<file path="config.mk">
export PLATFORM = sky130hd
export DESIGN_NAME = mem_access_unit
export DESIGN_NICKNAME = d
export VERILOG_FILES = /design/src/rtl/mem_access_unit.sv
export SDC_FILE = /design/constraint.sdc
export NUM_CORES = 1
export LEC_CHECK = 0
export CORE_AREA = 2 2 93 139
export CTS_CLUSTER_DIAMETER = 50
export CTS_CLUSTER_SIZE = 30
export DETAILED_ROUTE_END_ITERATION = 16
export DIE_AREA = 0 0 95 141
export PLACE_DENSITY = 0.81
export SYNTH_ARGS = -nofsm -noshare
export SYNTH_HDL_FRONTEND = slang
export SYNTH_SLANG_ARGS = --single-unit
export TNS_END_PERCENT = 20
</file>
<file path="constraint.sdc">
create_clock -name clk -period 4.7 [get_ports clk]
set_input_delay 1.175 -clock clk [delete_from_list [all_inputs] [get_ports clk]]
set_output_delay 1.175 -clock clk [all_outputs]
set_load 0.05 [all_outputs]
</file>
<file path="src/rtl/mem_access_unit.sv">
// ============================================================================
// mem_access_unit
//
// Load/store stage placed after the ALU. It accepts one op at a time. A
// non-memory op passes its ALU result through. A misaligned load/store
// reports the address with out_misaligned set and makes no memory access.
// An aligned load/store runs one request/grant/response transaction on the
// data-memory port. The write-back value is returned on a valid/ready
// handshake.
//
// Ports
//   clk, rst_n      rising-edge clock, synchronous active-low reset
//   in_valid        upstream op valid
//   in_ready        unit idle and able to accept an op
//   in_alucode      6-bit alucode (alucode_e below)
//   in_alu_result   ALU result; effective byte address for loads/stores
//   in_store_data   rs2 value for SB/SH/SW
//   mem_req         memory request, held until mem_gnt
//   mem_we          1 = write
//   mem_addr        word-aligned byte address (bits [1:0] = 0)
//   mem_be          byte enables
//   mem_wdata       store data replicated across lanes
//   mem_gnt         request accepted this cycle
//   mem_rvalid      read data valid
//   mem_rdata       read data
//   out_valid       write-back value available
//   out_ready       downstream accepts the value
//   out_data        write-back value
//   out_misaligned  op was misaligned and was not performed
// ============================================================================

package mem_access_pkg;

    // Alucode encodings. These match the ALU_* values in define.vh.
    typedef enum logic [5:0] {
        ALU_LUI  = 6'd0,
        ALU_JAL  = 6'd1,
        ALU_JALR = 6'd2,
        ALU_BEQ  = 6'd3,
        ALU_BNE  = 6'd4,
        ALU_BLT  = 6'd5,
        ALU_BGE  = 6'd6,
        ALU_BLTU = 6'd7,
        ALU_BGEU = 6'd8,
        ALU_LB   = 6'd9,
        ALU_LH   = 6'd10,
        ALU_LW   = 6'd11,
        ALU_LBU  = 6'd12,
        ALU_LHU  = 6'd13,
        ALU_SB   = 6'd14,
        ALU_SH   = 6'd15,
        ALU_SW   = 6'd16,
        ALU_ADD  = 6'd17,
        ALU_SUB  = 6'd18,
        ALU_XOR  = 6'd19,
        ALU_OR   = 6'd20,
        ALU_AND  = 6'd21,
        ALU_SLL  = 6'd22,
        ALU_SRL  = 6'd23,
        ALU_SRA  = 6'd24,
        ALU_SLT  = 6'd25,
        ALU_SLTU = 6'd26,
        ALU_NOP  = 6'd63
    } alucode_e;

endpackage

module mem_access_unit #(
    parameter int ADDR_W = 32   // byte-address width, at most 32
) (
    input  logic              clk,
    input  logic              rst_n,
    input  logic              in_valid,
    output logic              in_ready,
    input  logic [5:0]        in_alucode,
    input  logic [31:0]       in_alu_result,
    input  logic [31:0]       in_store_data,
    output logic              mem_req,
    output logic              mem_we,
    output logic [ADDR_W-1:0] mem_addr,
    output logic [3:0]        mem_be,
    output logic [31:0]       mem_wdata,
    input  logic              mem_gnt,
    input  logic              mem_rvalid,
    input  logic [31:0]       mem_rdata,
    output logic              out_valid,
    input  logic              out_ready,
    output logic [31:0]       out_data,
    output logic              out_misaligned
);

    import mem_access_pkg::*;

    typedef enum logic [1:0] {
        S_IDLE,
        S_REQ,
        S_WAIT,
        S_DONE
    } state_e;

    state_e r_state;
    state_e w_next_state;

    // Registered op context.
    logic [5:0]        r_op;
    logic [1:0]        r_addr_lo;      // byte offset, selects the load lane
    logic              r_mem_we;
    logic [ADDR_W-1:0] r_mem_addr;
    logic [3:0]        r_mem_be;
    logic [31:0]       r_mem_wdata;
    logic [31:0]       r_out_data;
    logic              r_misaligned;

    // ------------------------------------------------------------------------
    // Decode the incoming op.
    // ------------------------------------------------------------------------
    logic        w_in_load;
    logic        w_in_store;
    logic        w_in_misaligned;
    logic [3:0]  w_in_be;
    logic [31:0] w_in_wdata;
    logic [31:0] w_word_addr;

    assign w_word_addr = {in_alu_result[31:2], 2'b00};

    always_comb begin
        // NOTE: every output of a combinational block gets a default first,
        // so a path that assigns nothing cannot infer a latch.
        w_in_load       = 1'b0;
        w_in_store      = 1'b0;
        w_in_misaligned = 1'b0;
        w_in_be         = 4'b1111;
        w_in_wdata      = 32'h0;
        case (in_alucode)
            ALU_LB, ALU_LBU: begin
                w_in_load = 1'b1;
            end
            ALU_LH, ALU_LHU: begin
                w_in_load       = 1'b1;
                w_in_misaligned = in_alu_result[0];
            end
            ALU_LW: begin
                w_in_load       = 1'b1;
                w_in_misaligned = |in_alu_result[1:0];
            end
            ALU_SB: begin
                w_in_store = 1'b1;
                w_in_be    = 4'b0001 << in_alu_result[1:0];
                w_in_wdata = {4{in_store_data[7:0]}};
            end
            ALU_SH: begin
                w_in_store      = 1'b1;
                w_in_misaligned = in_alu_result[0];
                w_in_be         = 4'b0011 << in_alu_result[1:0];
                w_in_wdata      = {2{in_store_data[15:0]}};
            end
            ALU_SW: begin
                w_in_store      = 1'b1;
                w_in_misaligned = |in_alu_result[1:0];
                w_in_wdata      = in_store_data;
            end
            default: ;
        endcase
    end

    logic w_accept;
    logic w_mem_op_ok;

    assign w_accept    = in_valid && (r_state == S_IDLE);
    assign w_mem_op_ok = (w_in_load || w_in_store) && !w_in_misaligned;

    // ------------------------------------------------------------------------
    // Memory response handling.
    // mem_gnt/mem_rvalid only matter in REQ/WAIT. An rvalid in REQ without
    // a grant is stray and is dropped.
    // ------------------------------------------------------------------------
    logic w_grant;
    logic w_store_done;
    logic w_load_resp;

    assign w_grant      = (r_state == S_REQ) && mem_gnt;
    assign w_store_done = w_grant && r_mem_we;
    assign w_load_resp  = (w_grant && !r_mem_we && mem_rvalid)
                       || ((r_state == S_WAIT) && mem_rvalid);

    // Shift the addressed lane down to bit 0, then extend it per load type.
    logic [31:0] w_lane;
    logic [31:0] w_load_val;

    assign w_lane = mem_rdata >> {r_addr_lo, 3'b000};

    always_comb begin
        w_load_val = mem_rdata;
        case (r_op)
            ALU_LB:  w_load_val = {{24{w_lane[7]}}, w_lane[7:0]};
            ALU_LBU: w_load_val = {24'h0, w_lane[7:0]};
            ALU_LH:  w_load_val = {{16{w_lane[15]}}, w_lane[15:0]};
            ALU_LHU: w_load_val = {16'h0, w_lane[15:0]};
            default: w_load_val = mem_rdata;
        endcase
    end

    // ------------------------------------------------------------------------
    // FSM
    // ------------------------------------------------------------------------
    always_ff @(posedge clk) begin
        // NOTE: sequential state uses non-blocking assignments, so every
        // register samples values from before the edge.
        if (!rst_n) begin
            r_state <= S_IDLE;
        end else begin
            r_state <= w_next_state;
        end
    end

    always_comb begin
        w_next_state = r_state;
        unique case (r_state)
            S_IDLE: begin
                if (w_accept) begin
                    w_next_state = w_mem_op_ok ? S_REQ : S_DONE;
                end
            end
            S_REQ: begin
                // A load can finish in the grant cycle if rvalid comes with it.
                if (mem_gnt) begin
                    w_next_state = (r_mem_we || mem_rvalid) ? S_DONE : S_WAIT;
                end
            end
            S_WAIT: begin
                if (mem_rvalid) begin
                    w_next_state = S_DONE;
                end
            end
            S_DONE: begin
                if (out_ready) begin
                    w_next_state = S_IDLE;
                end
            end
            default: w_next_state = S_IDLE;
        endcase
    end

    // ------------------------------------------------------------------------
    // Datapath registers. The memory-port fields are loaded only when an
    // aligned memory op is accepted, so they stay stable through REQ.
    // ------------------------------------------------------------------------
    always_ff @(posedge clk) begin
        if (!rst_n) begin
            r_op         <= 6'h0;
            r_addr_lo    <= 2'b00;
            r_mem_we     <= 1'b0;
            r_mem_addr   <= '0;
            r_mem_be     <= 4'b0000;
            r_mem_wdata  <= 32'h0;
            r_out_data   <= 32'h0;
            r_misaligned <= 1'b0;
        end else begin
            if (w_accept) begin
                r_op         <= in_alucode;
                r_addr_lo    <= in_alu_result[1:0];
                r_misaligned <= w_in_misaligned;
                if (w_mem_op_ok) begin
                    r_mem_addr  <= ADDR_W'(w_word_addr);
                    r_mem_we    <= w_in_store;
                    r_mem_be    <= w_in_be;
                    r_mem_wdata <= w_in_wdata;
                end else begin
                    // Pass-through value, or the faulting address.
                    r_out_data <= in_alu_result;
                end
            end
            if (w_store_done) begin
                r_out_data <= 32'h0;
            end
            if (w_load_resp) begin
                r_out_data <= w_load_val;
            end
        end
    end

    // ------------------------------------------------------------------------
    // Outputs
    // ------------------------------------------------------------------------
    assign in_ready       = (r_state == S_IDLE);
    assign mem_req        = (r_state == S_REQ);
    assign mem_we         = r_mem_we;
    assign mem_addr       = r_mem_addr;
    assign mem_be         = r_mem_be;
    assign mem_wdata      = r_mem_wdata;
    assign out_valid      = (r_state == S_DONE);
    assign out_data       = r_out_data;
    assign out_misaligned = r_misaligned;

endmodule

</file>
==> metrics, run 1 <==
WL final=19.42 mm; Crit Path Max Fanout=24; die area=0.01340 mm²; Avg Cell Area, Syn=8.905 µm²; CTS buffer count=9; setup_tns=0 ps; WL/cell=about 21 µm; Primary FF master, synth=dfxtp_1; post-DP HPWL=14.81 mm; Required @ worst endpoint=4990 ps; worst clock skew=7.142 ps; Mapped Cells=604; worst vdd ir=about 0.0002 V; hold slack=470.2 ps; share of cells above drive strength 1=0.06226; via count of the first global-routing pass=between 5000 and 6000; YS warnings=0; synthesis-stage register bit count=110; Hold Path Class=flip-flop to flip-flop; pin count of the biggest net entering global routing=35; die width=95 µm; largest cells by area after synthesis=dfxtp_1, a21oi_1, o21ai_0, mux2i_1, a22o_1; # Post-CTS Setup Buffers=0; Die Ht=141 µm; Vias=5706; number of DRC markers in iteration 0=414; H-tree levels=3; Residual DRC=0; Power Dens Cells=442.1 mW/mm²; PortBufs=210; GRT Util Overall=0.2871; fin crit period=3765 ps; Reg clk slew, reported paths=70 ps; crit path launch type=primary input; Peak Freq=0.2656 GHz; crit path DAT=4050 ps; Max Transition Viols Final=0; outcome=finished, final reports clean; number of enable flip-flop cells after synthesis=0; register area share after synthesis=0.4094; LEAKAGE=2.694 nW; num rows=50; CTS Buffer Depth=2; unrepaired setup endpoints after global routing=no; first-pass iteration count of the detailed router=6; post-synthesis async set-or-reset flop share=0; area of the core=0.01232 mm²; Top Ports=213; antenna violations before repair=0; nets@finish=894; Setup Crit Path Kind=primary input to flip-flop; Slew @ Worst Pin=1020 ps; final worst setup slack=935.1 ps; Place WS=618.0 ps; Synth Area in XOR/XNOR=0; mux cell area share after synthesis=0.05420; CTS Hold Buffers Added=0; diodes inserted=0; top cells by count, synth=dfxtp_1, a21oi_1, o21ai_0, clkbuf_1, nand3_1; Synth Area in Simple Gates=0.1254; Overflow after GRT=0; Crit. End Element=flip-flop; Overall Power=between 3 and 4 mW; mapped cell area=about 0.0054 mm²; Hold Fails Final Rpt=0; synth unique cells=61; post-synth top area cell=dfxtp_1; Routed Antenna Nets=0; Final Wtd Congestion=0.8817; Yosys top cell area share=0.4094; Adder-Cell Fraction of Synth Area=0.009304; top-count cell post-synth=dfxtp_1; drt via density=6.051; final worst-path cycle share=0.8011; max_cap viols=0; CTS tree=done; Initial Util=0.4364; Fillers=1049; cts repair resizes=0; clk root buf=clkbuf_16; CTS Sinks=110; Compound-Gate Fraction of Synth Area=0.3468; Area Growth Syn to Fin=45.99%; Final setup viols=0; Max transition margin=0.3140; first-pass GRT wire length=29.88 mm; largest family of logic cells by synthesized area=compound AO/OA/AOI/OAI gates; Clk Latency, worst-skew pair=350 ps
worst max-delay path, cell delays in order:
cell,delay [ps]
clkdlybuf4s50_1,480
buf_4,240
nor3_2,270
mux2i_2,160
o21ai_2,660
or2_1,760
o221a_1,300
kinds of logic (layout without fill, tap and decap cells):
family,Yosys count,in the layout
AND/OR/NAND/NOR,132,132
adder cells (fa/ha/maj),4,4
buffers and inverters,68,250
AO/OA/AOI/OAI,262,262
multiplexers,27,27
flip-flops,110,110
other,1,2
report_power, final:
group | internal (mW) | leakage (nW) | switching [mW]
Clock | 0.428 | 0.142 | 0.347
Sequential | 1.07 | 0.896 | 0.102
Combinational | 0.558 | 1.66 | 0.970
path summary, 6_finish.rpt:
path | from | to | slack (ps) | cells past startpoint
max reg2reg | r_state[0] | out_data[22] | 1850 | 6
min reg2reg | mem_wdata[17] | mem_wdata[17] | 470 | 1
max | in_alucode[0] | out_data[22] | 940 | 7
min | mem_wdata[17] | mem_wdata[17] | 470 | 1
layout by cell type, fill, tap and decap left out, drive strengths merged, types with 3 or more instances in the layout:
cell           count
a211oi             4
a21oi             68
a221oi             3
a22o              24
a22oi             13
a2bb2oi            8
a311oi             7
a31oi              9
buf               14
clkbuf            11
clkdlybuf4s50    210
clkinv             3
dfxtp            110
ha                 4
inv                9
mux2               4
mux2i             22
nand2             26
nand2b             4
nand3             34
nor2              31
nor2b              5
nor3              12
o21ai             49
o221a             16
o221ai            12
o2bb2ai           24
o31ai             11
or3                4
or3b               3
flip-flops by register name, summed over array words and instances, names as in the netlist:
signal,count
mem_addr,30
mem_be,4
mem_wdata,32
mem_we,1
out_data,32
out_misaligned,1
r_addr_lo,2
r_op,6
r_state,2
per-layer routing:
layer | part of all wire | up-vias | track usage
met2 | 0.52 | 298 | 0.5192
met4 | 0.035 | 0 | 0.1274
met5 | 0 | - | 0
li1 | - | 2664 | -
met1 | 0.37 | 2700 | 0.3140
met3 | 0.082 | 44 | 0.06253
metrics by stage:
step / instance area (µm²) / instances / utilization
after global routing: 7853 / 943 / 0.6372
after CTS: 7853 / 943 / 0.6372
after floorplan: 5383 / 605 / -
after detailed placement: 7551 / 927 / 0.6127
after global placement: 7551 / 927 / 0.6127
final: 7853 / 943 / 0.6372
layout make-up:
cell class	instances	area, µm²	area share
repair buffers	224	2207	0.2811
inverters	10	37.54	0.004780
multi-input cells	427	2909	0.3705
flip-flops and latches	110	2202	0.2804
clock inverters	5	58.81	0.007489
clock buffers	11	242.7	0.03091
well taps	156	195.2	0.02486
No activity file was read; power rests on OpenSTA's default activity.
==> inputs of run 2 (changes only) <==
--- a/config.mk
+++ b/config.mk
@@ -5,12 +5,12 @@
 export SDC_FILE = /design/constraint.sdc
 export NUM_CORES = 1
 export LEC_CHECK = 0
-export CORE_AREA = 2 2 93 139
+export CORE_AREA = 2 2 98 148
 export CTS_CLUSTER_DIAMETER = 50
 export CTS_CLUSTER_SIZE = 30
 export DETAILED_ROUTE_END_ITERATION = 16
-export DIE_AREA = 0 0 95 141
-export PLACE_DENSITY = 0.81
+export DIE_AREA = 0 0 100 150
+export PLACE_DENSITY = 0.76
 export SYNTH_ARGS = -nofsm -noshare
 export SYNTH_HDL_FRONTEND = slang
 export SYNTH_SLANG_ARGS = --single-unit
==> constraint.sdc (replaced) <==
create_clock -name clk -period 3.1 [get_ports clk]
set_input_delay 0.775 -clock clk [delete_from_list [all_inputs] [get_ports clk]]
set_output_delay 0.775 -clock clk [all_outputs]
set_load 0.05 [all_outputs]
==> run 2 against run 1 <==
Non-clock buffer count rose by 21. Cell area rose by 2.9%. Critical endpoint is now out_data[10]. Critical path type unchanged. Clock-buffer cell count fell by 2. Highest routed layer unchanged. Flip-flop and latch count did not move. Clock skew rose by 1.1 ps. Critical path depth fell by 1.
==> metrics, run 2 (synthesis gave the netlist of run 1 again) <==
outcome=finished, final reports clean; crit path DAT=3130 ps; Top Ports=213; first-pass iteration count of the detailed router=5; die area=0.01500 mm²; final worst-path cycle share=0.9185; busiest grt layer=met2; antenna violations before repair=0; # Post-CTS Setup Buffers=0; Inst Count DP=957; Overflow after GRT=0; slowest cell on the critical path=o31ai_1; Max Transition Viols Final=0; Required @ worst endpoint=3380 ps; LEAKAGE=2.819 nW; number of DRC markers in iteration 0=298; Initial Util=0.3900; post-DP HPWL=~15 mm; Crit. End Element=flip-flop; CP cell instances=clkdlybuf4s50_1, mux4_2, nor2_1, o31ai_1, o221ai_1, a31oi_1; Max transition margin=0.2406; H-tree levels=3; setup_tns=0 ps; WL/cell=about 20 µm; num rows=53; Vias=5774; crit path launch type=primary input; CTS Hold Buffers Added=0; drt via density=5.934; Residual DRC=0; diodes inserted=0; pin count of the biggest net entering global routing=34; fin crit period=roughly 2800 ps; R2R Setup Slk=~600 ps; Die Ht=150 µm; Reg clk slew, reported paths=around 80 ps; Setup Crit Path Kind=primary input to flip-flop; most frequent cells in the layout=clkdlybuf4s50_1, dfxtp_1, a21oi_1; PortBufs=210; worst r2r src=r_state[1]; most common cell after layout, fill and taps aside=clkdlybuf4s50_1; share of cells above drive strength 1=0.08787; GRT Util Overall=0.2530; Clk Latency, worst-skew pair=~350 ps; CTS Buffer Depth=2; area of the core=0.01379 mm²; Overall Power=5.340 mW; Crit Path Max Fanout=7; Area Growth Syn to Fin=50.27%; Hold Fails Final Rpt=0; Peak Freq=0.3512 GHz; CTS tree=done; Reg-to-Reg End=out_data[26]; Slew @ Worst Pin=about 1100 ps; hold slack=468.8 ps; hold path depth=1; nets@finish=between 900 and 1000; die width=100 µm; via count of the first global-routing pass=~5700; WL final=a little under 20 mm; worst vdd ir=between 0.0003 and 0.0004 V; cts repair resizes=0; max_cap viols=0; post-route insts no fill=approximately 970; met2 Use GR=0.4591; Power Dens Cells=approximately 660 mW/mm²; Final setup viols=0; CTS Sinks=110; GR met1 Demand/Resource=0.2718; Final Wtd Congestion=roughly 0.94; R2R cell count=7; first-pass GRT wire length=29.84 mm; unrepaired setup endpoints after global routing=no; HP Start=mem_wdata[21]; GR Util met3=0.06165; worst clock skew=roughly 8.2 ps; Largest stage delay, worst path=890 ps; hold path endpoint=mem_wdata[21]; Routed Antenna Nets=0; clk root buf=clkbuf_16; CTS buffer count=9; Hold Path Class=flip-flop to flip-flop
-- run 2: area by class of cell --
| class | count | area [µm²] |
|---|---|---|
| fill | 1207 | 5710 |
| tap | 165 | 206.4 |
| timing repair buffer | 245 | 2427 |
| sequential | 110 | 2202 |
| multi-input combinational | 427 | 2909 |
| clock buffer | 9 | 225.2 |
| inverter | 10 | 37.54 |
| clock inverter | 7 | 75.07 |
-- run 2: per-stage QoR --
step	util	worst slack [ps]	instance area, µm²
floorplan	-	451.9	5383
global placement	0.5642	8.602	7782
detailed placement	0.5642	-54.56	7782
CTS	0.5860	299.2	8083
global route	0.5860	165.3	8083
finish	0.5860	252.7	8083
-- run 2: worst max-delay path by stage --
stage	end	startpoint	slack, ps	cells past startpoint
2_1_floorplan	out_data[30]	in_alucode[5]	450	8
3_3_place_gp	out_data[18]	in_alucode[3]	9	6
3_5_place_dp	out_data[18]	in_alucode[4]	-50	6
4_1_cts	out_data[18]	in_alucode[4]	300	6
5_1_grt	out_data[10]	mem_rdata[23]	170	6
6_report	out_data[10]	mem_rdata[31]	250	6
-- run 2: critical path, delay by kind of cell --
kind                   cells  cell delay (ps)
buffers and inverters      1              550
muxes                      1              310
and+or+nand+nor            1               50
AOI/OAI and AO/OA          3             1430
-- run 2: per-layer routing --
metal / vias to the layer above / part of all wire
met5: - / 0
met4: 0 / 0.042
met3: 47 / 0.075
met2: 265 / 0.52
met1: 2756 / 0.36
li1: 2706 / -
-- run 2: power by group --
| part | internal [mW] | total, mW | switching [mW] |
|---|---|---|---|
| sequential | 1.62 | 1.76 | 0.144 |
| clock | 0.576 | 1.17 | 0.592 |
| combinational | 0.919 | 2.41 | 1.49 |
| total | 3.11 | 5.34 | 2.23 |
==> inputs of run 3 (changes only) <==
--- a/config.mk
+++ b/config.mk
@@ -14,4 +14,4 @@
 export SYNTH_ARGS = -nofsm -noshare
 export SYNTH_HDL_FRONTEND = slang
 export SYNTH_SLANG_ARGS = --single-unit
-export TNS_END_PERCENT = 20
+export TNS_END_PERCENT = 100
==> results of run 3 <==
Same layout as run 2: the final DEF is identical, and so are final timing and power.
